[src/rtl/bin_to_bcd_seq_pkg.sv]
// Shared constants and state encoding for the sequential binary-to-BCD converter.
// DEFAULT_MAX_VAL is also the clamp ceiling used by the range calculator.
package bin_to_bcd_seq_pkg;

   localparam int DIGITS          = 4;
   localparam int BCD_W           = 16;
   localparam int DEFAULT_MAX_VAL = 9999;

   typedef enum logic {
      S_IDLE  = 1'b0,
      S_SHIFT = 1'b1
   } state_t;

endpackage

[src/rtl/bin_to_bcd_seq_if.sv]
// Request/result bundle between the range calculator, the converter and the display.
interface bin_to_bcd_seq_if #(
   parameter int BIN_W = 14
);
   logic             start;
   logic [BIN_W-1:0] bin;
   logic             busy;
   logic             done;
   logic             ovf;
   logic [3:0]       Thousands_Data;
   logic [3:0]       Hundreds_Data;
   logic [3:0]       Tens_Data;
   logic [3:0]       Ones_Data;

   modport master (
      output start, bin,
      input  busy, done, ovf, Thousands_Data, Hundreds_Data, Tens_Data, Ones_Data
   );

   modport slave (
      input  start, bin,
      output busy, done, ovf, Thousands_Data, Hundreds_Data, Tens_Data, Ones_Data
   );
endinterface

[src/rtl/bin_to_bcd_seq_bcd_add3.sv]
// Double-dabble nibble correction: add 3 to any digit of 5 or more before the shift.
module bcd_add3 (
   input  logic [3:0] d,
   output logic [3:0] q
);
   assign q = (d >= 4'd5) ? d + 4'd3 : d;
endmodule

[src/rtl/bin_to_bcd_seq.sv]
// Sequential double-dabble converter: one shift per clock, BIN_W clocks per result.
// Digit outputs only change on the completion edge, so the display never sees partial values.
module bin_to_bcd_seq
   import bin_to_bcd_seq_pkg::*;
#(
   parameter int BIN_W   = 14,
   parameter int MAX_VAL = DEFAULT_MAX_VAL
) (
   input logic            clk,
   input logic            rst_n,
   bin_to_bcd_seq_if.slave bus
);

   localparam int               WORK_W  = BCD_W + BIN_W;
   localparam int               CNT_W   = $clog2(BIN_W + 1);
   localparam logic [BIN_W-1:0] MAX_BIN = BIN_W'(MAX_VAL);

   state_t            state_reg, state_next;
   logic [WORK_W-1:0] work_reg, work_next;
   logic [CNT_W-1:0]  count_reg, count_next;
   logic              sat_reg, sat_next;
   logic [BCD_W-1:0]  digits_reg, digits_next;
   logic              ovf_reg, ovf_next;
   logic              done_reg, done_next;

   logic [BCD_W-1:0]  bcd_corr;
   logic [WORK_W-1:0] work_shift;
   logic              in_sat;

   generate
      for (genvar gi = 0; gi < DIGITS; gi++) begin : g_add3
         bcd_add3 u_add3 (
            .d (work_reg[BIN_W + 4*gi +: 4]),
            .q (bcd_corr[4*gi +: 4])
         );
      end
   endgenerate

   assign work_shift = {bcd_corr, work_reg[BIN_W-1:0]} << 1;
   assign in_sat     = (bus.bin > MAX_BIN);

   always_ff @(posedge clk or negedge rst_n) begin
      if (!rst_n) begin
         state_reg  <= S_IDLE;
         work_reg   <= '0;
         count_reg  <= '0;
         sat_reg    <= 1'b0;
         digits_reg <= '0;
         ovf_reg    <= 1'b0;
         done_reg   <= 1'b0;
      end else begin
         state_reg  <= state_next;
         work_reg   <= work_next;
         count_reg  <= count_next;
         sat_reg    <= sat_next;
         digits_reg <= digits_next;
         ovf_reg    <= ovf_next;
         done_reg   <= done_next;
      end
   end

   always_comb begin
      state_next  = state_reg;
      work_next   = work_reg;
      count_next  = count_reg;
      sat_next    = sat_reg;
      digits_next = digits_reg;
      ovf_next    = ovf_reg;
      done_next   = 1'b0;
      case (state_reg)
         S_IDLE: begin
            if (bus.start) begin
               sat_next   = in_sat;
               work_next  = {{BCD_W{1'b0}}, (in_sat ? MAX_BIN : bus.bin)};
               count_next = CNT_W'(BIN_W);
               state_next = S_SHIFT;
            end
         end
         S_SHIFT: begin
            work_next  = work_shift;
            count_next = count_reg - CNT_W'(1);
            // Final shift: publish the digits straight from the shifter output.
            if (count_reg == CNT_W'(1)) begin
               digits_next = work_shift[WORK_W-1 -: BCD_W];
               ovf_next    = sat_reg;
               done_next   = 1'b1;
               state_next  = S_IDLE;
            end
         end
         default: state_next = S_IDLE;
      endcase
   end

   assign bus.busy           = (state_reg == S_SHIFT);
   assign bus.done           = done_reg;
   assign bus.ovf            = ovf_reg;
   assign bus.Thousands_Data = digits_reg[15:12];
   assign bus.Hundreds_Data  = digits_reg[11:8];
   assign bus.Tens_Data      = digits_reg[7:4];
   assign bus.Ones_Data      = digits_reg[3:0];

endmodule

[src/flat_wrapper.sv]
// flat-port wrapper written by rule: the top's interface ports become plain ports
module bin_to_bcd_seq_flat import bin_to_bcd_seq_pkg::*;
#(
   parameter int BIN_W   = 14,
   parameter int MAX_VAL = DEFAULT_MAX_VAL
)
  (clk, rst_n, bus_start, bus_bin, bus_busy, bus_done, bus_ovf, bus_Thousands_Data, bus_Hundreds_Data, bus_Tens_Data, bus_Ones_Data);
  bin_to_bcd_seq_if #(.BIN_W(BIN_W)) bus_i ();
  input logic clk;
  input logic rst_n;
  input wire logic [$bits(bus_i.start)-1:0] bus_start;
  input wire logic [$bits(bus_i.bin)-1:0] bus_bin;
  output wire logic [$bits(bus_i.busy)-1:0] bus_busy;
  output wire logic [$bits(bus_i.done)-1:0] bus_done;
  output wire logic [$bits(bus_i.ovf)-1:0] bus_ovf;
  output wire logic [$bits(bus_i.Thousands_Data)-1:0] bus_Thousands_Data;
  output wire logic [$bits(bus_i.Hundreds_Data)-1:0] bus_Hundreds_Data;
  output wire logic [$bits(bus_i.Tens_Data)-1:0] bus_Tens_Data;
  output wire logic [$bits(bus_i.Ones_Data)-1:0] bus_Ones_Data;
  assign bus_i.start = bus_start;
  assign bus_i.bin = bus_bin;
  assign bus_busy = bus_i.busy;
  assign bus_done = bus_i.done;
  assign bus_ovf = bus_i.ovf;
  assign bus_Thousands_Data = bus_i.Thousands_Data;
  assign bus_Hundreds_Data = bus_i.Hundreds_Data;
  assign bus_Tens_Data = bus_i.Tens_Data;
  assign bus_Ones_Data = bus_i.Ones_Data;
  bin_to_bcd_seq #(.BIN_W(BIN_W), .MAX_VAL(MAX_VAL)) u_core (.clk(clk), .rst_n(rst_n), .bus(bus_i));
endmodule
[config.mk]
export PLATFORM = sky130hd
export DESIGN_NAME = bin_to_bcd_seq_flat
export DESIGN_NICKNAME = d
export VERILOG_FILES = /design/src/rtl/bin_to_bcd_seq_pkg.sv /design/src/rtl/bin_to_bcd_seq_if.sv /design/src/rtl/bin_to_bcd_seq_bcd_add3.sv /design/src/rtl/bin_to_bcd_seq.sv /design/src/flat_wrapper.sv
export SDC_FILE = /design/constraint.sdc
export NUM_CORES = 1
export LEC_CHECK = 0
export ABC_AREA = 1
export ABC_CLOCK_PERIOD_IN_PS = 1600
export CAP_MARGIN = 40
export CELL_PAD_IN_SITES_DETAIL_PLACEMENT = 2
export CELL_PAD_IN_SITES_GLOBAL_PLACEMENT = 2
export CORE_UTILIZATION = 25
export CTS_BUF_LIST = sky130_fd_sc_hd__clkbuf_8
export DETAILED_ROUTE_END_ITERATION = 10
export GPL_TIMING_DRIVEN = 0
export HOLD_SLACK_MARGIN = 0.06
export PLACE_DENSITY_LB_ADDON = 0.25
export SETUP_SLACK_MARGIN = 0.5
export SYNTH_ARGS = -nofsm -noshare
export SYNTH_HDL_FRONTEND = slang
export SYNTH_SLANG_ARGS = --single-unit
[constraint.sdc]
create_clock -name clk -period 1.6 [get_ports clk]
set_input_delay 0.48 -clock clk [delete_from_list [all_inputs] [get_ports clk]]
set_output_delay 0.48 -clock clk [all_outputs]
set_load 0.02 [all_outputs]
Word-level counts from Yosys, hierarchy flattened
Index checks and enable logic that the tools add are counted.

Shifts and indexed selects: 0. Bitwise logic cells: 1. $add $sub $neg: 5. Eq/ne operators: 2. Multipliers: 0. Reductions and logical operators: 2. $lt $le $gt $ge: 5. Mux-type cells: 14. Divide/modulo/power cells: 0.

Operators with widths (count): 30-bit case mux with 2 select lines (1); 30-bit 2-to-1 mux (1); 4-bit by 3-bit greater-or-equal comparator with 1-bit output, second input constant (4); 4-bit 2-to-1 mux (4); 14-bit greater-than comparator, second input constant (1); 14-bit 2-to-1 mux (1); 4-bit by 2-bit adder with 4-bit output, second input constant (3); 4-bit case mux with 2 select lines (1); 4-bit by 1-bit equality test with 1-bit output, second input constant (1); 1-bit 2-to-1 mux (4); 2-bit AND reduction (2); 4-bit by 1-bit subtractor with 4-bit output, second input constant (1); 3-bit by 2-bit adder with 3-bit output, second input constant (1); 3-bit 2-to-1 mux (1); 2-bit inequality test, second input constant (1); 1-bit case mux with 2 select lines (1); 1-bit inverter (1).

RAM bits: 0. Bits in read-only memories: 0. Word-level logic and storage cells: 36. Latch bits: 0. Memories: 0. Flip-flop bits (word level): 54.

Depth between registers and ports, before layout
Gate-level depths: netlist of the first run.

Word-level depth: 4. Depth in mapped cells: 8. Mapped depth without buffers: 8.

Modules after synthesis
A second synthesis of the first run with hierarchy kept.

Cells, all modules: 330. Area total of the unflattened synthesis: 2851.5 µm².

Modules (own cells, without submodules): bin_to_bcd_seq (cells an instance 238, area each 2311.0 µm², times used 1, seq. area each 1351.3 µm²); bcd_add3 (cells an instance 23, area each 135.1 µm², times used 4, seq. area each 0.0 µm²).

Least setup slack after synthesis of the first run
OpenSTA, ideal clock, no wires.

Path kind: flip-flop to flip-flop. Start point: register u_core.count_reg[1]. End point: register u_core.digits_reg[3]. Clock period less this slack: 1.222 ns. Path buffers: 1. Setup time: 0.127 ns. Path slack: 0.378 ns. Cell stages (with the launch flop): 9. Arrival: 1.095 ns. Data required time: 1.473 ns. Path through: dfrtp_1 -> inv_1 -> ha_1 -> nand2_1 -> nor2_4 -> inv_2 -> buf_2 -> nand2_1 -> o21ai_1.

Cells in the longest elaborated chain, start to end: 2.

Ends and longest elaborated chain: start: declaration (RTL line bin_to_bcd_seq.sv:20) `logic [CNT_W-1:0] count_reg, count_next;`; start signal: assignment (RTL line bin_to_bcd_seq.sv:54) `count_reg <= count_next;`; 4-bit by 1-bit equality test with 1-bit output (RTL line bin_to_bcd_seq.sv:83) `if (count_reg == CNT_W'(1)) begin`; 2-bit AND reduction (no source line); end signal: assignment (RTL line bin_to_bcd_seq.sv:56) `digits_reg <= digits_next;`; end: declaration (RTL line bin_to_bcd_seq.sv:22) `logic [BCD_W-1:0] digits_reg, digits_next;`.

Every way passes these cells. A chain may end at the register's enable or synchronous reset.

Final worst setup path of the first run
Start point: register u_core.state_reg, in the netlist u_core.bus.busy. End point: register u_core.work_reg[23].

Cells in the longest elaborated chain, start to end: 2. Elaborated cells on any way between the ends: 3. Classes of those cells: 1 x eq/ne; 1 x mux; 1 x bitwise.

Ends and longest elaborated chain: start: declaration (RTL line bin_to_bcd_seq.sv:18) `state_t state_reg, state_next;`; start signal: assignment (RTL line bin_to_bcd_seq.sv:52) `state_reg <= state_next;`; 1-bit inverter; 30-bit case mux with 2 select lines / 2-bit inequality test (equally long branches); end signal: assignment (RTL line bin_to_bcd_seq.sv:53) `work_reg <= work_next;`; end: declaration (RTL line bin_to_bcd_seq.sv:19) `logic [WORK_W-1:0] work_reg, work_next;`.

Parallel ways exist; a longest one is shown, timed or not.

==> results of run 1 <==
[cell families (layout without fill, tap and decap cells)]
logic type	Yosys count	in the layout	synth area share [%]
DFF	54	54	51.0
AOI/OAI and AO/OA	33	33	7.60
buffers and inverters	40	113	6.70
and+or+nand+nor	182	183	30.0
adders and majority gates	10	10	4.72
[worst paths after layout]
path                                                  start  cells after the start                                to  slack (ns)
setup reg to reg                  u_core.bus.busy$_DFF_PN0_                      6   u_core.work_reg[23]$_DFFE_PN0P_        0.23
hold reg to reg            u_core.digits_reg[5]$_DFFE_PN0P_                      2  u_core.digits_reg[5]$_DFFE_PN0P_        0.50
setup / recovery                  u_core.bus.busy$_DFF_PN0_                      6   u_core.work_reg[23]$_DFFE_PN0P_        0.23
hold / removal                                        rst_n                      1  u_core.digits_reg[5]$_DFFE_PN0P_        0.17
min in group clk           u_core.digits_reg[5]$_DFFE_PN0P_                      2  u_core.digits_reg[5]$_DFFE_PN0P_        0.50
max in group asynchronous                             rst_n                      2         u_core.bus.busy$_DFF_PN0_        0.84
[worst register-to-register path, cell delays in order, from the launching register on]
cell     delay, ns
dfrtp_2       0.44
buf_4         0.17
buf_12        0.15
nor2_8        0.20
buf_8         0.19
nand2_1       0.06
nand2_1       0.09
[through the flow]
stage          setup TNS, ns  setup slack [ns]  cell area, sq um  hold slack, ns
2_1_floorplan              0             0.409              2750           0.184
3_3_place_gp          -97.65             -1.96              3270           0.455
6_report                   0             0.229              3860           0.167
5_1_grt                    0             0.176              3860           0.202
4_1_cts                    0             0.217              3490           0.185
3_5_place_dp           -3.64            -0.216              3290           0.460
[layout make-up]
cell class | count | area, sq um
inverters | 31 | 126
well taps | 136 | 170
flip-flops and latches | 54 | 1350
clock buffers | 6 | 82.6
plain buffers | 9 | 129
clock inverters | 1 | 3.75
multi-input cells | 226 | 1350
repair buffers | 66 | 648
fillers | 1156 | 6460
[Yosys cell counts, drive strengths merged]
library cell / instances
nand3: 37
nand4: 8
buf: 9
a22oi: 11
o21ai: 15
o22ai: 4
ha: 10
nand2: 118
nor3: 1
dfrtp: 54
a21oi: 3
nor2: 17
inv: 31
nand3b: 1
[power by group]
part           internal [mW]  leakage (nW)  switching (mW)
Combinational           2.02          1.22            2.46
Sequential              1.99         0.677           0.528
Clock                  0.339        0.0485           0.460
[placed cells by master (no fill, tap or decap), drive strengths merged]
| master | count |
|---|---|
| inv | 32 |
| dfrtp | 54 |
| nand3 | 37 |
| o22ai | 4 |
| nand2 | 118 |
| a22oi | 11 |
| dlygate4sd2 | 4 |
| clkbuf | 9 |
| o21ai | 15 |
| clkdlybuf4s50 | 8 |
| buf | 58 |
| nand4 | 8 |
| dlymetal6s2s | 2 |
| nor3 | 1 |
| ha | 10 |
| a21oi | 3 |
| nor2 | 18 |
| nand3b | 1 |
[repair_timing]
action | in CTS | in global routing
pin swaps | 2 | 9
cloned | 0 | 3
setup endpoints to repair | 73 | 73
gates resized for setup | 136 | 49
buffers inserted | 6 | 22
[per-layer routing]
| layer | vias to the layer above | routed length, um |
|---|---|---|
| met1 | 1200 | 3710 |
| met4 | 0 | 85 |
| li1 | 1178 | - |
| met5 | - | 0 |
| met3 | 8 | 194 |
| met2 | 34 | 4200 |
==> impl_results.md, run 1 <==
- Pins Over Slew Limit: 0
- Busiest grt layer: met2
- Layout Utilization: 37.4%
- Largest net degree at the start of global routing: 31
- Static leakage: 1.95 nW
- Port Buf Inserts: 35
- Status: complete, no violations
- Largest register FFs: 30
- Cell Chain, Critical Path: buf_4 > buf_12 > nor2_8 > buf_8 > nand2_1 > nand2_1
- Initial core utilization: between 20% and 30%
- DR vias/cell: 4.57
- Seq cells post-synth: 54
- Worst Clk Skew: 0.00807 ns
- YS warnings: 0
- Vias in the first global route: ~2600
- Antenna-violating nets left: 0
- CP top delay family: buffers and inverters
- Max-cap violations: 0
- Synth Cell Area: ~0.0027 sq mm
- Hold Crit Class: in2async
- First-pass GRT wire length: 13000 um
- Total gr overflow: 0
- Final hold vios: 0
- Critical path buffer and inverter count: 3
- Max VDD drop: around 0.58 mV
- Clock slew at reported path FFs: 0.10 ns
- CP dominant cell by count: nand2_1
- Initial antenna violation count: 0
- CP Capture Type: flop
- M1 GR Usage: 18.3%
- Post-Syn Nets: 346
- Worst slew pin tran: 0.610 ns
- Post-synth top area share: between 50% and 60%
- Worst Path Arrival: between 1.5 and 2 ns
- Max clock buf depth: 2
- Die X: approximately 100 um
- CP peak stage delay: 0.44 ns
- Wire length per cell: about 15 um
- Critical path peak fanout: 10
- Final setup fails: 0
- CP required: 1.85 ns
- Core area: 0.0103 sq mm
- Area growth, synth to finish: 45.7%
- Ant diodes: 0
- Skew-Pair Late Insertion Delay: ~0.31 ns
- Unrepaired setup endpoints after global routing: yes
- Pre-antenna DRT Iters: 4
- CTS Buf Count: 5
- # placed instances: 491
- Pwr dens: 2020 mW/mm^2
- Die Span Y: 105 um
- Overall power: about 7.8 mW
- First DRT Iteration DRCs: 46
- RD Place Congestion: 0.742
- # hold bufs at CTS: 0
- Clock root cell: clkbuf_8
- Synth top area cells: dfrtp_1 51%, nand2_1 17%, nand3_1 7.0%
- Met2 GRT Util: 27.6%
- Critical-path top delay cell: dfrtp_2
- Final Critical Period: 1.37 ns
- Layout cells sized above 1: between 30% and 40%
- Final non-filler cell total: 529
- Total GRT Usage: 15.0%
- H-Tree Depth: 2
- Total number of vias: roughly 2400
- Mapped Cells: between 300 and 400
- Critical path class: reg2reg
- Post-DP HPWL: about 5700 um
- Distinct cells, synth: 23
- Nets: 420
- Full die area: 0.0110 sq mm
- GRT met3 Usage: 2.00%
- Routed Wire Length: 8190 um
- Startpoint Class: flop
- Max Fclk: 0.729 GHz
- CTS Sinks: 54
- Placement row count: 37
- Mapped Avg Cell Area: 8.31 sq um
- Slew HR: 59.3%
- Clock tree from TritonCTS: yes
- I/O Pins: 36
- Post-synth top area cell: dfrtp_1
- Drt drc: 0
- Sequential cell area fraction in the yosys report: 51.0%
- Final period util: a little under nine tenths
(Power assumes the default switching activity.)
==> run 2: changes to the inputs <==
- ABC_CLOCK_PERIOD_IN_PS: 1600 -> default
==> results of run 2 <==
Final layout, timing and power as in run 1 (identical DEF).
==> run 3: changes to the inputs <==
- GPL_TIMING_DRIVEN: 0 -> default
- PLACE_DENSITY_LB_ADDON: 0.25 -> 0.1
==> run 3 against run 2 <==
Compared with the run above: global-route usage increased by 0.99 points; routed wire length up 7.7%; power increased by 12%; die area unchanged; clock-buffer cell count fell by 1; sequential power is 2% higher; first-iteration DRC count unchanged; sequential share of layout area shrank 3.4 points; utilization up 4.0 points; highest routed layer unchanged.
==> impl_results.md, run 3 (synthesis gave the netlist of run 1 again) <==
- Worst Path Arrival: 0.87 ns (was 1.62 ns)
- Die Span Y: 105 um (unchanged)
- Cell Chain, Critical Path: buf_6 (was buf_4 > buf_12 > nor2_8 > buf_8 > nand2_1 > nand2_1)
- Unrepaired setup endpoints after global routing: yes (unchanged)
- Final setup margin: 0.247 ns (was 0.229 ns)
- Full die area: 0.0110 sq mm (unchanged)
- Drt drc: 0 (unchanged)
- Initial core utilization: 25.7% (unchanged)
- Footprint of the multi-input gates: 0.00156 sq mm (was 0.00135 sq mm)
- Commonest non-fill, non-tap cell in the layout: nand2_1 (unchanged)
- Hold Crit Class: in2async (unchanged)
- Area growth, synth to finish: 61.3% (was 45.7%)
- I/O Pins: 36 (unchanged)
- Fillers: 1118 (was 1156)
- Pins Over Slew Limit: 0 (unchanged)
- DR vias/cell: 4.58 (was 4.57)
- Met2 GRT Util: 30.4% (was 27.6%)
- Layout Utilization: 41.4% (was 37.4%)
- Nets: 442 (was 420)
- Initial antenna violation count: 0 (unchanged)
- CTS Sinks: 54 (unchanged)
- Critical-path top delay cell: dfrtp_2 (unchanged)
- Core area: 0.0103 sq mm (unchanged)
- Critical path class: reg2out (was reg2reg)
- Clock root cell: clkbuf_8 (unchanged)
- Worst Clk Skew: 0.0140 ns (was 0.00807 ns)
- H-Tree Depth: 2 (unchanged)
- Routed Wire Length: 8820 um (was 8190 um)
- CP peak stage delay: 0.44 ns (about the same)
- Place WS: -0.133 ns (was -0.216 ns)
- R2R setup slack: 0.26 ns (was 0.23 ns)
- RR Startpoint: u_core.count_reg[1]$_DFFE_PN0P_ (was u_core.bus.busy$_DFF_PN0_)
- Final Critical Period: 1.35 ns (was 1.37 ns)
- GRT met3 Usage: 1.87% (was 2.00%)
- Critical path buffer and inverter count: 1 (was 3)
- CP required: 1.12 ns (was 1.85 ns)
- Ant diodes: 0 (unchanged)
- Max VDD drop: 0.635 mV (was 0.579 mV)
- First-pass GRT wire length: 13900 um (was 13000 um)
- Final hold vios: 0 (unchanged)
- Worst slew pin tran: 0.363 ns (was 0.610 ns)
- Slew HR: 75.8% (was 59.3%)
- Max clock buf depth: 2 (unchanged)
- Critical path peak fanout: 3 (was 10)
- CP top delay family: flip-flops (was buffers and inverters)
- Busiest grt layer: met2 (unchanged)
- Reg2reg path depth: 8 (was 6)
- Clock slew at reported path FFs: 0.11 ns (was 0.10 ns)
- Pwr dens: 2050 mW/mm^2 (was 2020 mW/mm^2)
- Total gr overflow: 0 (unchanged)
- RD Place Congestion: 0.728 (was 0.742)
- Static leakage: 2.14 nW (was 1.95 nW)
- Largest register FFs: 30 (unchanged)
- Status: complete, no violations (unchanged)
- Antenna-violating nets left: 0 (unchanged)
- Total number of vias: 2522 (was 2420)
- Max-cap violations: 0 (unchanged)
- M1 GR Usage: 19.3% (was 18.3%)
- Largest net degree at the start of global routing: 28 (was 31)
- Layout cells sized above 1: 49.2% (was 35.1%)
- Sequential Area: 0.00136 sq mm (was 0.00135 sq mm)
- Worst R2R End: u_core.digits_reg[3]$_DFFE_PN0P_ (was u_core.work_reg[23]$_DFFE_PN0P_)
- First DRT Iteration DRCs: 46 (unchanged)
- Vias in the first global route: 2792 (was 2619)
- Final setup fails: 0 (unchanged)
- Pre-antenna DRT Iters: 4 (unchanged)
- Port Buf Inserts: 35 (unchanged)
- Post-DP HPWL: 5490 um (was 5680 um)
- Wire length per cell: 16.0 um (was 15.5 um)
- Most frequent cells in the layout: 75 x nand2_1, 51 x dfrtp_1, 42 x buf_4 (was 99 x nand2_1, 52 x dfrtp_1, 31 x nand3_1)
- Final period util: 84.6% (was 85.7%)
- Die X: 105 um (unchanged)
- Startpoint Class: flop (unchanged)
- Max Fclk: 0.739 GHz (was 0.729 GHz)
- Total GRT Usage: 16.0% (was 15.0%)
- Placement row count: 37 (unchanged)
- CP Capture Type: output pin (was flop)
- Skew-Pair Late Insertion Delay: 0.31 ns (about the same)
- Clock tree from TritonCTS: yes (unchanged)
- CTS Buf Count: 5 (unchanged)
==> run 3: worst max-delay path by stage <==
stage                                    start                               end  cells past startpoint
2_1_floorplan  u_core.count_reg[1]$_DFFE_PN0P_  u_core.digits_reg[3]$_DFFE_PN0P_                      8
3_3_place_gp                         bus_start   u_core.work_reg[10]$_DFFE_PN0P_                      5
3_5_place_dp                         bus_start   u_core.count_reg[2]$_DFFE_PN0P_                      6
4_1_cts              u_core.bus.busy$_DFF_PN0_                          bus_busy                      1
5_1_grt        u_core.count_reg[2]$_DFFE_PN0P_  u_core.digits_reg[4]$_DFFE_PN0P_                      7
6_report             u_core.bus.busy$_DFF_PN0_                          bus_busy                      1
==> run 3: metrics by stage <==
step                      setup TNS (ns)  std cells  instance area, sq um  power [mW]  hold WS (ns)
after floorplan                        0        319                  2750        4.76         0.184
after global placement             -2.11        500                  3360        5.93         0.412
after detailed placement           -2.80        500                  3360        6.08         0.416
after CTS                              0        532                  3880        7.90        0.0642
after global routing                   0        551                  4280        9.47        0.0732
final                                  0        551                  4280        8.76        0.0646
==> run 3: layout make-up <==
class                      count  area share (%)
clock buffer                   5            1.61
timing repair inverter         3           0.907
inverter                      31            3.39
clock inverter                 2           0.263
tap                          136            3.98
multi-input combinational    226            36.5
sequential                    54            31.7
timing repair buffer          94            21.7
==> run 3: metal layers <==
| metal | routed length [um] | part of all wire [%] |
|---|---|---|
| met5 | 0 | 0 |
| met4 | 57 | 0.65 |
| met3 | 140 | 1.6 |
| met2 | 4690 | 53 |
| met1 | 3930 | 45 |
==> run 3: where the power goes <==
part | total [mW] | switching [mW] | internal (mW)
Combinational | 5.44 | 2.88 | 2.57
Sequential | 2.56 | 0.562 | 1.99
Clock | 0.757 | 0.461 | 0.296
==> run 3: what timing repair did <==
item / 4_1_cts / 5_1_grt
gates resized for setup: 184 / 74
setup endpoints to repair: 73 / 73
pin swaps: 18 / 28
hold buffers: 0 / 0
buffers inserted: 21 / 17
gates cloned: 4 / 2
==> edit, RTL diff (flow settings as in run 2) <==
`BIN_W` is set to 14 in 3 places; all go to 18.
--- a/src/rtl/bin_to_bcd_seq_if.sv
+++ b/src/rtl/bin_to_bcd_seq_if.sv
@@ -1,5 +1,5 @@
 // Request/result bundle between the range calculator, the converter and the display.
 interface bin_to_bcd_seq_if #(
-   parameter int BIN_W = 14
+   parameter int BIN_W = 18
 );
    logic             start;
--- a/src/rtl/bin_to_bcd_seq.sv
+++ b/src/rtl/bin_to_bcd_seq.sv
@@ -4,5 +4,5 @@
    import bin_to_bcd_seq_pkg::*;
 #(
-   parameter int BIN_W   = 14,
+   parameter int BIN_W   = 18,
    parameter int MAX_VAL = DEFAULT_MAX_VAL
 ) (
--- a/src/flat_wrapper.sv
+++ b/src/flat_wrapper.sv
@@ -2,5 +2,5 @@
 module bin_to_bcd_seq_flat import bin_to_bcd_seq_pkg::*;
 #(
-   parameter int BIN_W   = 14,
+   parameter int BIN_W   = 18,
    parameter int MAX_VAL = DEFAULT_MAX_VAL
 )
Ports: changed (resized bus_bin); port bits go from 36 to 40. The function was not compared with the original's and may differ.
==> edit against run 2 <==
Area after synthesis rose by 6.3%; wire length rose by 21%; critical path depth fell by 5; worst setup slack got worse by 0.035 ns; via count rose by 12%; combinational power rose by 26%; total power rose by 26%; sequential power rose by 8%; cell count rose by 10%; sequential cell count rose by 5; final area rose by 21%; critical path type is now reg -> out; highest routed layer unchanged.
==> edit: results (changes against run 2) <==
metric;value;unit;change
status;complete, no violations;;
dp_hpwl;5.644;mm;-0.55%
clkLatencyLatePin;0.34;ns;+0.03 ns
dp_cells;511;;+4.1%
synth-seq-area-share;0.5237;;+0.01407
clk_pin_slew_worst_paths;0.07;ns;-0.03 ns
r2r-end;u_core.count_reg[4];;
sw_frac_of_total;0.4242;;-0.01775
cts_buffers;9;;+4
cp_max_fo;3;;-7
grt_use_total;0.1665;;+0.01620
met3_usage;0.03376;;+0.01379
ys_top_cells_by_area;dfrtp_1 52%, nand2_1 14%, nand3_1 5.3%, inv_1 4.9%, ha_1 4.4%;;
endpoint;bus_busy;;
syn-num-nets;363;;+4.9%
met2_usage;0.2985;;+0.02220
dr_wl_met3;247;um;+27%
ff2ff_setup_slack;0.23;ns;about the same
drive_gt1_frac;0.4797;;+0.1286
layoutNonFillerInstCount;584;;+10%
layout_worst_path_cycle_share;0.8788;;+0.02196
syn2layout_area_growth;65.56;%;
routed-wl-met2;5.410;mm;+29%
pg_comb;5.65;mW;+26%
cts_htree_levels;3;;+1
seqPwrFrac;0.275;;-0.048
synthTopCellsByCount;104 x nand2_1, 59 x dfrtp_1, 37 x inv_1;;
drtPass1Iterations;3;;-1
grt_pass1_vias;2950;;+13%
nFillCells;1182;;+2.2%
vias_per_cell;4.649;;+1.6%
globalplace.congestion;0.7383;;-0.47%
m1WireLength;4.030;mm;+8.7%
holdWs;0.2176;ns;+0.05016 ns
r2r_cells;8;;+2
grt_max_degree;60;;+94%
r2r-start;u_core.count_reg[3];;
fin_nets;471;;+12%
dpl_worst_slack;-0.3371;ns;-0.1207 ns
synth_cells;332;;+4.1%
fin_skew;0.01164;ns;+0.003574 ns
p_leak;2.254;nW;+16%
routedWlPerCell;16.97;um;+9.6%
[edit: cell types whose count changed after synthesis, sizes merged, moves of 5 or more]
cell,run 2,this run
dfrtp,54,59
nand4,8,0
nand2,118,105
o22ai,4,9
o21ai,15,32
inv,31,38
nand3,37,30
[edit: repair_timing]
action | CTS | global route
setup endpoints to repair | 78 | 78
gates resized for setup | 233 | 37
setup buffers | 43 | 11
hold buffers | 0 | 0
gates cloned | 3 | 1
pin swaps | 35 | 15
[edit: layout make-up]
cell class                      instances  share of cell area
Buffer                                 12             0.03592
Clock buffer                           13             0.03834
Clock inverter                          2            0.007239
Inverter                               38             0.03217
Multi-Input combinational cell        223              0.3397
Sequential cell                        59              0.3172
Tap cell                              140             0.03753
Timing Repair Buffer                   97              0.1920
[edit: kinds of logic after synthesis]
family,synth area share
flip-flops,0.5237
adder cells (fa/ha/maj),0.04439
AO/OA/AOI/OAI,0.1234
buffers and inverters,0.07634
XOR/XNOR,0.003108
AND/OR/NAND/NOR,0.2290
